**config.mk**
```make
export PLATFORM = sky130hd
export DESIGN_NAME = excp_commit
export DESIGN_NICKNAME = d
export VERILOG_FILES = /design/src/rtl/excp_commit_pkg.sv /design/src/rtl/excp_commit_prio.sv /design/src/rtl/excp_commit.sv
export SDC_FILE = /design/constraint.sdc
export NUM_CORES = 1
export LEC_CHECK = 0
export CAP_MARGIN = 20
export CORE_AREA = 2 2 158 160
export DETAILED_ROUTE_END_ITERATION = 10
export DIE_AREA = 0 0 160 162
export GPL_ROUTABILITY_DRIVEN = 0
export HOLD_SLACK_MARGIN = 0.12
export PLACE_DENSITY_LB_ADDON = 0.1
export RECOVER_POWER = 25
export SYNTH_ARGS = -nofsm -noshare
export SYNTH_HDL_FRONTEND = slang
export SYNTH_SLANG_ARGS = --single-unit
```
**constraint.sdc**
```tcl
create_clock -name clk -period 7.65 [get_ports clk]
set_clock_uncertainty 0.05 [all_clocks]
set_input_delay 2.295 -clock clk [delete_from_list [all_inputs] [get_ports clk]]
set_output_delay 2.295 -clock clk [all_outputs]
set_load 0.005 [all_outputs]
```
**src/rtl/excp_commit_pkg.sv**
```systemverilog
// Shared constants for the writeback commit controller: exception codes,
// ws_op encodings, CSR numbers and the FSM state type.
package excp_commit_pkg;

    // Exception codes reported on wb_ecode
    localparam logic [5:0] ECODE_ADEF = 6'h08;
    localparam logic [5:0] ECODE_ALE  = 6'h09;
    localparam logic [5:0] ECODE_SYS  = 6'h0B;
    localparam logic [5:0] ECODE_BRK  = 6'h0C;
    localparam logic [5:0] ECODE_INE  = 6'h0D;
    localparam logic [5:0] ECODE_IPE  = 6'h0E;

    // ws_op encodings; 5..7 are treated as OP_NONE
    localparam logic [2:0] OP_NONE    = 3'd0;
    localparam logic [2:0] OP_CSRRD   = 3'd1;
    localparam logic [2:0] OP_CSRWR   = 3'd2;
    localparam logic [2:0] OP_CSRXCHG = 3'd3;
    localparam logic [2:0] OP_ERTN    = 3'd4;

    // CSR numbers
    localparam logic [13:0] CSR_ERA = 14'h0006;

    // Number of exception sources handled by the priority encoder
    localparam int NUM_EX_SRC = 6;

    typedef enum logic [1:0] {
        ST_IDLE  = 2'd0,
        ST_FLUSH = 2'd1,
        ST_WAIT  = 2'd2
    } state_t;

    // Ecode for each priority slot, slot 0 being the highest priority:
    // adef > ine > ipe > sys > brk > ale
    function automatic logic [5:0] prio_ecode(input int idx);
        logic [5:0] code;
        case (idx)
            0:       code = ECODE_ADEF;
            1:       code = ECODE_INE;
            2:       code = ECODE_IPE;
            3:       code = ECODE_SYS;
            4:       code = ECODE_BRK;
            default: code = ECODE_ALE;
        endcase
        return code;
    endfunction

endpackage

```
**src/rtl/excp_commit_prio.sv**
```systemverilog
// Combinational exception priority encoder: {flags, ipe} -> {any_ex, ecode}.
module excp_prio
    import excp_commit_pkg::*;
(
    input  logic [4:0] ex_flags,   // {adef, ine, sys, brk, ale}
    input  logic       ipe,
    output logic       any_ex,
    output logic [5:0] ecode
);

    logic [NUM_EX_SRC-1:0] req;
    logic [NUM_EX_SRC-1:0] grant;
    logic [5:0]            ecode_term [NUM_EX_SRC];

    // Requests ordered by priority, bit 0 highest
    assign req = {ex_flags[0], ex_flags[1], ex_flags[2], ipe, ex_flags[3], ex_flags[4]};

    genvar gi;
    generate
        for (gi = 0; gi < NUM_EX_SRC; gi++) begin : g_grant
            localparam logic [NUM_EX_SRC-1:0] HIGHER = (NUM_EX_SRC'(1) << gi) - NUM_EX_SRC'(1);
            assign grant[gi]      = req[gi] & ~(|(req & HIGHER));
            assign ecode_term[gi] = {6{grant[gi]}} & prio_ecode(gi);
        end
    endgenerate

    assign any_ex = |req;

    // Merge the one-hot granted ecode
    always_comb begin
        ecode = '0;
        for (int i = 0; i < NUM_EX_SRC; i++) begin
            ecode = ecode | ecode_term[i];
        end
    end

endmodule

```
**src/rtl/excp_commit.sv**
```systemverilog
// Writeback commit controller: drives CSR read/write strobes, exception and
// ertn events, and a registered flush plus fetch redirect held until acked.
module excp_commit
    import excp_commit_pkg::*;
(
    input  logic        clk,
    input  logic        reset,
    input  logic        ws_valid,
    input  logic [31:0] ws_pc,
    input  logic [2:0]  ws_op,
    input  logic [13:0] ws_csr_num,
    input  logic [31:0] ws_rd_value,
    input  logic [31:0] ws_rj_value,
    input  logic [4:0]  ws_ex_flags,
    input  logic [1:0]  cur_plv,
    output logic        ws_allowin,
    output logic        csr_re,
    output logic [13:0] csr_rnum,
    input  logic [31:0] csr_rdata,
    output logic [3:0]  csr_we,
    output logic [13:0] csr_wnum,
    output logic [31:0] csr_wmask,
    output logic [31:0] csr_wdata,
    output logic        wb_ex,
    output logic [5:0]  wb_ecode,
    output logic [8:0]  wb_esubcode,
    output logic [31:0] wb_pc,
    output logic        ertn_flush,
    input  logic [31:0] ex_entry,
    output logic [31:0] ws_rf_wdata,
    output logic        ws_rf_we_kill,
    output logic        flush,
    output logic        redirect_valid,
    output logic [31:0] redirect_pc,
    input  logic        redirect_ack
);

    state_t      state_reg, state_next;
    logic [31:0] target_reg, target_next;

    logic [2:0]  op_eff;
    logic        is_csr_op;
    logic        is_csr_wr;
    logic        is_ertn;
    logic        commit;
    logic        ipe;
    logic        any_ex;
    logic [5:0]  ecode;

    // Undefined op codes collapse to "no op"
    assign op_eff    = (ws_op > OP_ERTN) ? OP_NONE : ws_op;
    assign is_csr_op = (op_eff == OP_CSRRD) || (op_eff == OP_CSRWR) || (op_eff == OP_CSRXCHG);
    assign is_csr_wr = (op_eff == OP_CSRWR) || (op_eff == OP_CSRXCHG);
    assign is_ertn   = (op_eff == OP_ERTN);

    // Only an idle controller commits; anything in WB while redirecting is dropped
    assign commit = ws_valid & (state_reg == ST_IDLE);

    // Privileged ops (csr*/ertn) trap at user level
    assign ipe = (op_eff != OP_NONE) & (cur_plv == 2'd3);

    excp_prio u_prio (
        .ex_flags (ws_ex_flags),
        .ipe      (ipe),
        .any_ex   (any_ex),
        .ecode    (ecode)
    );

    // CSR port and exception event muxing, all combinational in the commit cycle
    always_comb begin
        csr_re        = commit & is_csr_op;
        csr_rnum      = is_ertn ? CSR_ERA : ws_csr_num;
        csr_we        = (commit & ~any_ex & is_csr_wr) ? 4'hF : 4'h0;
        csr_wnum      = ws_csr_num;
        csr_wmask     = (op_eff == OP_CSRXCHG) ? ws_rj_value : 32'hFFFF_FFFF;
        csr_wdata     = ws_rd_value;
        wb_ex         = commit & any_ex;
        wb_ecode      = ecode;
        wb_esubcode   = 9'd0;
        wb_pc         = ws_pc;
        ertn_flush    = commit & ~any_ex & is_ertn;
        ws_rf_wdata   = csr_rdata;
        ws_rf_we_kill = ws_valid & (~commit | any_ex);
    end

    // Next-state logic; the redirect target is captured when leaving IDLE
    always_comb begin
        state_next  = state_reg;
        target_next = target_reg;
        case (state_reg)
            ST_IDLE: begin
                if (wb_ex | ertn_flush) begin
                    state_next  = ST_FLUSH;
                    target_next = wb_ex ? ex_entry : csr_rdata;
                end
            end
            ST_FLUSH: begin
                state_next = ST_WAIT;
            end
            ST_WAIT: begin
                if (redirect_ack) begin
                    state_next = ST_IDLE;
                end
            end
            default: begin
                state_next = ST_IDLE;
            end
        endcase
    end

    // State and target registers
    always_ff @(posedge clk) begin
        if (reset) begin
            state_reg  <= ST_IDLE;
            target_reg <= 32'd0;
        end else begin
            state_reg  <= state_next;
            target_reg <= target_next;
        end
    end

    assign flush          = (state_reg == ST_FLUSH);
    assign redirect_valid = (state_reg != ST_IDLE);
    assign redirect_pc    = target_reg;
    assign ws_allowin     = (state_reg == ST_IDLE);

endmodule

```
==> results of run 1 <==
## power groups by stage
stage	Combinational, mW	Sequential, mW	Clock [mW]
after floorplan	0.141	0.205	0
after global placement	0.268	0.205	0
after detailed placement	0.271	0.205	0
after CTS	0.273	0.201	0.262
after global routing	0.284	0.202	0.265
final	0.260	0.200	0.249
## layer usage
layer  routed length, µm  track usage, %
met1                7480            15.5
met2                7810            21.1
met3                1260            3.98
met4                 226            3.28
met5                   0               0
## cells by family (layout without fill, tap and decap cells)
group,after synthesis,in the layout,share of synthesized area (%)
buf+inv,199,317,32.3
flops,34,34,17.2
compound gates,107,107,23.8
simple gates,197,197,26.6
other cells,1,11,0.0948
## worst max path at each step
stage | slack (ps) | end | startpoint
after global placement | 690 | csr_we[1] | ws_op[1]
after detailed placement | 670 | csr_we[1] | ws_op[1]
after floorplan | 1480 | csr_we[1] | ws_valid
after CTS | 640 | csr_we[1] | ws_op[1]
final | 690 | csr_we[1] | ws_op[1]
after global routing | 510 | csr_we[0] | ws_op[1]
## Yosys cell counts (all sizes together)
cell type  count
a211o          1
a211oi        64
a21boi         2
a21o           1
a21oi          5
and2          12
buf          141
clkbuf        21
conb           1
dfxtp         34
inv           37
nand2         34
nand2b        34
nand3b         1
nand4b         1
nor2          39
nor2b          1
nor3          34
nor3b          2
nor4           1
nor4b          1
o211ai        32
o21ai          1
o21bai         1
or2           33
or3            1
or3b           2
or4b           1
## metrics by stage
stage	setup slack [ps]	instances
2_1_floorplan	1480	548
3_3_place_gp	694	982
3_5_place_dp	669	983
4_1_cts	639	990
5_1_grt	507	990
6_report	689	990
## critical path, cell delays in order
cell	delay, ps
clkdlybuf4s50_1	450
o21bai_1	420
a21oi_4	100
nor2_1	330
inv_2	80
nor4b_1	250
buf_4	180
clkdlybuf4s50_1	500
## cell type report
class	count	area, µm²
inverter	37	139
clock buffer	6	139
multi-input combinational	315	2040
fill	2724	18000
tap	324	405
clock inverter	1	30.0
timing repair buffer	273	2700
sequential	34	681
==> key figures, run 1 <==
Cells and area
  • Share of post-route cells with drive strength above 1: 13.1%
  • Finished Cell Area: 0.00614 mm²
  • NumNets Final: between 800 and 900
  • Commonest non-fill, non-tap cells in the layout: 226 x clkdlybuf4s50_1, 64 x a211oi_1, 38 x nor2_1
  • Ant. Diodes: 0
  • Core Util, Final: approximately a quarter
  • Max reg flops: 32
  • Commonest non-fill, non-tap cell in the layout: clkdlybuf4s50_1
  • Layout area overhead: 55.2%

Worst setup path
  • R2R Setup Slk: ~5100 ps
  • FF-to-FF path depth: 5
  • Critical Path RT: around 5300 ps
  • CP startpoint kind: primary input
  • Endpoint class of the critical path: output port
  • Worst Path Max Fanout: 4
  • Critical path type: in -> out
  • Critical path arrival: 4620 ps
  • RR Startpoint: state_reg[0]$_SDFFE_PP0P_
  • Worst r2r dst: redirect_pc[17]$_SDFFE_PP0P_

Clock tree
  • Clk buf depth: 2
  • CTS H-Tree Depth: 2
  • CTS tree: built
  • Clk_lat worst skew: 280 ps
  • CTS-repair resized insts: 0
  • Clk sink count: 34
  • Post-CTS repair timing setup buffer count: 0
  • Clock root buffer master: clkbuf_16
  • Total CTS buffers: 5
  • CTS clk-pin slew, worst paths: about 60 ps
  • Cts hold-fix bufs: 0

Logic synthesis
  • Mapped Area: 0.00396 mm²
  • Gate Count Post-Synth: between 500 and 600
  • Library cell with the largest summed area after synthesis: buf_4
  • Seq/Total Area, Yosys: between 10% and 20%
  • Yosys reg bits: 34
  • Post-synthesis cell type count: 36
  • Mean Syn Cell Area: 7.35 µm²
  • Top cells by area, synth: buf_4 24%, dfxtp_1 17%, a211oi_1 12%
  • Synth top area share: between 20% and 30%
  • Synthesis warning total: 0

Power and ir drop
  • Power Density: 116 mW/mm²
  • Tot Pwr: ~710 µW
  • Clock power share: about a third
  • Switching share of power: just under 30%
  • Sequential cell fraction of total power: between 20% and 30%
  • Comb power frac: a little under two fifths
  • Peak VDD IR: roughly 0.070 mV
  • Leakage: roughly 2.2 nW
  • Net switching power: about 200 µW
  • Pint: 505 µW

Route
  • DR DRC count: 0
  • Vias per inst: 4.04
  • Final WL: approximately 17 mm
  • Pre-antenna DRT Iters: 4
  • Routed Antenna Nets: 0
  • Wire per inst: between 15 and 20 µm
  • Via count: approximately 4000
  • Starting DRT DRC Count: between 100 and 150

Hold path
  • WHS Endpoint: redirect_pc[7]$_SDFFE_PP0P_
  • Worst hold-check path type: reg -> reg
  • Hold-critical path depth: 2
  • Hold Crit Start: redirect_pc[7]$_SDFFE_PP0P_

Die
  • Cell row count: 57
  • Die width: ~160 µm
  • Initial Util: between 10% and 20%
  • Die area: between 0.02 and 0.03 mm²
  • # IOs: 402
  • Die height: roughly 160 µm
  • Core ar.: between 0.02 and 0.025 mm²

Run status
  • Status: finished with violations
  • Failing checks: max-capacitance violations, max-slew violations

STA
  • Final Max Tran Viols: around 100
  • Endpoints failing setup: 0
  • Setup TNS: 0 ps
  • Slew headroom: -82.8%
  • Fin crit period: 6960 ps
  • Fmax: ~140 MHz
  • Final Hold Fails: 0
  • Hold_ws: 465 ps
  • RSZ-0062 raised after global routing: false
  • Crit share post-route: a little over 90%
  • Slew at the pin closest to its max-slew limit: ~2700 ps

Global route
  • Congestion Overflow GR: 0
  • Largest net degree at the start of global routing: between 60 and 70
  • GR Util All Layers: about 13%
  • First-pass GRT wire length: between 20 and 25 mm
  • Vias in the first global route: just over 4000
  • Initial antenna violation count: 0

Placed design
  • HPWL after DPL: 12.6 mm
  • Placed Area: between 0.006 and 0.007 mm²
  • Port Buffer Count: 262

Flow run
  • Max-cap viol count: 2
No activity file was read; power rests on OpenSTA's default activity.
==> inputs of run 2 (changes only) <==
Settings changed: RECOVER_POWER 25 to 50.
Clock period 7.65 ns to 7.2 ns, I/O delays scaled along.
==> key figures, run 2 (synthesis results as in run 1) <==
STA
  • Endpoints failing setup: 0 (unchanged)
  • Slew at the pin closest to its max-slew limit: 2680 ps (-61.4 ps)
  • RSZ-0062 raised after global routing: false
  • Final Max Tran Viols: 100 (-0.99%)
  • PnR worst setup slack: 570 ps (-119 ps)
  • Final Hold Fails: 0 (unchanged)
  • Fin crit period: about 6600 ps
  • Hold_ws: 467 ps (+1.82 ps)
  • Fmax: 151 MHz
  • Setup TNS: 0 ps (unchanged)
  • Crit share post-route: about 90%
  • Slew headroom: -78.7% (+4.1 points)

Run status
  • Status: finished with violations
  • Failing checks: max-capacitance violations, max-slew violations

Route
  • Pre-antenna DRT Iters: 4 (unchanged)
  • Routed Antenna Nets: 0 (unchanged)
  • Vias per inst: 3.99 (-1.1%)
  • Starting DRT DRC Count: 166 (+52%)
  • Final WL: 17.1 mm (+1.8%)
  • Via count: 3962 (-0.90%)
  • DR DRC count: 0 (unchanged)
  • Wire per inst: 17.2 µm (+1.6%)

Clock tree
  • CTS-repair resized insts: 0 (unchanged)
  • CTS tree: built
  • Post-CTS repair timing setup buffer count: 0 (unchanged)
  • Clk buf depth: 2 (unchanged)
  • Total CTS buffers: 5 (unchanged)
  • CTS clk-pin slew, worst paths: 60 ps (about the same)
  • CTS H-Tree Depth: 2 (unchanged)
  • Clock root buffer master: clkbuf_16
  • Clk sink count: 34 (unchanged)
  • Cts hold-fix bufs: 0 (unchanged)
  • Clk_lat worst skew: 290 ps (about the same)

Hold path
  • Hold-critical path depth: 2 (unchanged)
  • Hold Crit Start: redirect_pc[25]$_SDFFE_PP0P_
  • WHS Endpoint: redirect_pc[25]$_SDFFE_PP0P_
  • Worst hold-check path type: reg -> reg

Die
  • Die width: 160 µm (unchanged)
  • Cell row count: 57 (unchanged)
  • Die area: 0.0259 mm² (unchanged)
  • # IOs: 402 (unchanged)
  • Die height: 162 µm (unchanged)
  • Initial Util: 16.4% (unchanged)
  • Core ar.: 0.0241 mm² (unchanged)

Cells and area
  • Layout area overhead: 54.3%
  • Commonest non-fill, non-tap cells in the layout: 225 x clkdlybuf4s50_1, 64 x a211oi_1, 38 x nor2_1
  • Commonest non-fill, non-tap cell in the layout: clkdlybuf4s50_1
  • Share of post-route cells with drive strength above 1: 12.6% (-0.49 points)
  • Max reg flops: 32 (unchanged)
  • NumNets Final: 855 (+0.12%)
  • Ant. Diodes: 0 (unchanged)

Placed design
  • Pre-CTS WS: 605 ps (-64.2 ps)
  • HPWL after DPL: 12.9 mm (+2.4%)
  • Port Buffer Count: 262 (unchanged)

Global route
  • Vias in the first global route: 3995 (-1.2%)
  • Initial antenna violation count: 0 (unchanged)
  • Congestion Overflow GR: 0 (unchanged)
  • Largest net degree at the start of global routing: 67 (-1.5%)
  • GR Util All Layers: 12.8% (+0.28 points)
  • First-pass GRT wire length: 25.2 mm (+1.0%)

Power and ir drop
  • Leakage: 2.18 nW (-1.4%)
  • Tot Pwr: 728 µW (+2.5%)
  • Comb power frac: 38.2% (+1.5 points)
  • Sequential cell fraction of total power: 29.2% (+1.0 points)
  • Clock power share: 32.6% (-2.5 points)
  • Power Density: 119 mW/mm² (+3.1%)
  • Pint: 503 µW (-0.46%)
  • Switching share of power: 31.0% (+2.1 points)
  • Net switching power: 225 µW (+10%)
  • Peak VDD IR: 0.0788 mV (+12%)

Flow run
  • Max-cap viol count: 2 (unchanged)

Worst setup path
  • Critical Path RT: 4990 ps (-320 ps)
  • CP startpoint kind: primary input
  • Worst r2r dst: redirect_pc[3]$_SDFFE_PP0P_
  • Endpoint class of the critical path: output port
  • Critical path type: in -> out
  • RR Startpoint: state_reg[0]$_SDFFE_PP0P_
  • FF-to-FF path depth: 5 (unchanged)
  • Critical path arrival: 4420 ps (-200 ps)
  • Worst Path Max Fanout: 19 (+15)
  • R2R Setup Slk: 4680 ps (-460 ps)
run 2: worst max path at each step:
stage                                         endpoint      from  slack (ps)
after floorplan                              csr_we[1]  ws_valid        1300
after global routing      redirect_pc[12]$_SDFFE_PP0P_     reset         370
after global placement                     wb_ecode[1]  ws_op[2]         630
final                                      wb_ecode[2]  ws_op[2]         570
after detailed placement                   wb_ecode[1]  ws_op[2]         600
after CTS                                  wb_ecode[1]  ws_op[2]         600
run 2: cell type report:
cell class                 count  area, µm²
clock buffer                   6        139
clock inverter                 2       12.5
fill                        2702      18000
inverter                      37        139
multi-input combinational    315       2020
sequential                    34        681
tap                          324        405
timing repair buffer         274       2710
run 2: critical path, stage by stage:
cell and delay [ps]:
dlygate4sd3_1 570, or3b_1 440, buf_4 240, a21o_1 270, a21oi_1 210, clkdlybuf4s50_1 530
run 2: routing by layer:
| layer | up-vias | wire (µm) | GRT usage, % |
|---|---|---|---|
| met3 | 28 | 1190 | 3.45 |
| met1 | 1809 | 7680 | 16.2 |
| met4 | 0 | 220 | 3.28 |
| li1 | 1947 | - | - |
| met2 | 178 | 7980 | 21.7 |
| met5 | - | 0 | 0 |
run 2: power by group through the flow:
stage	Sequential, mW	Clock, mW	Combinational [mW]
2_1_floorplan	0.218	0	0.150
3_3_place_gp	0.218	0	0.287
3_5_place_dp	0.218	0	0.289
4_1_cts	0.214	0.250	0.291
5_1_grt	0.215	0.257	0.302
6_report	0.213	0.237	0.278
run 2: through the flow:
stage	instance area (µm²)	cells	utilization, %
after global placement	6000	983	24.9
after floorplan	3990	548	-
after CTS	6160	992	25.6
after global routing	6110	992	25.3
final	6110	992	25.3
after detailed placement	6010	984	24.9
==> inputs of run 3 (changes only) <==
Settings changed: ABC_CLOCK_PERIOD_IN_PS from default to 7200.
==> results of run 3 <==
No change in the layout: final DEF, timing and power equal those of run 2.
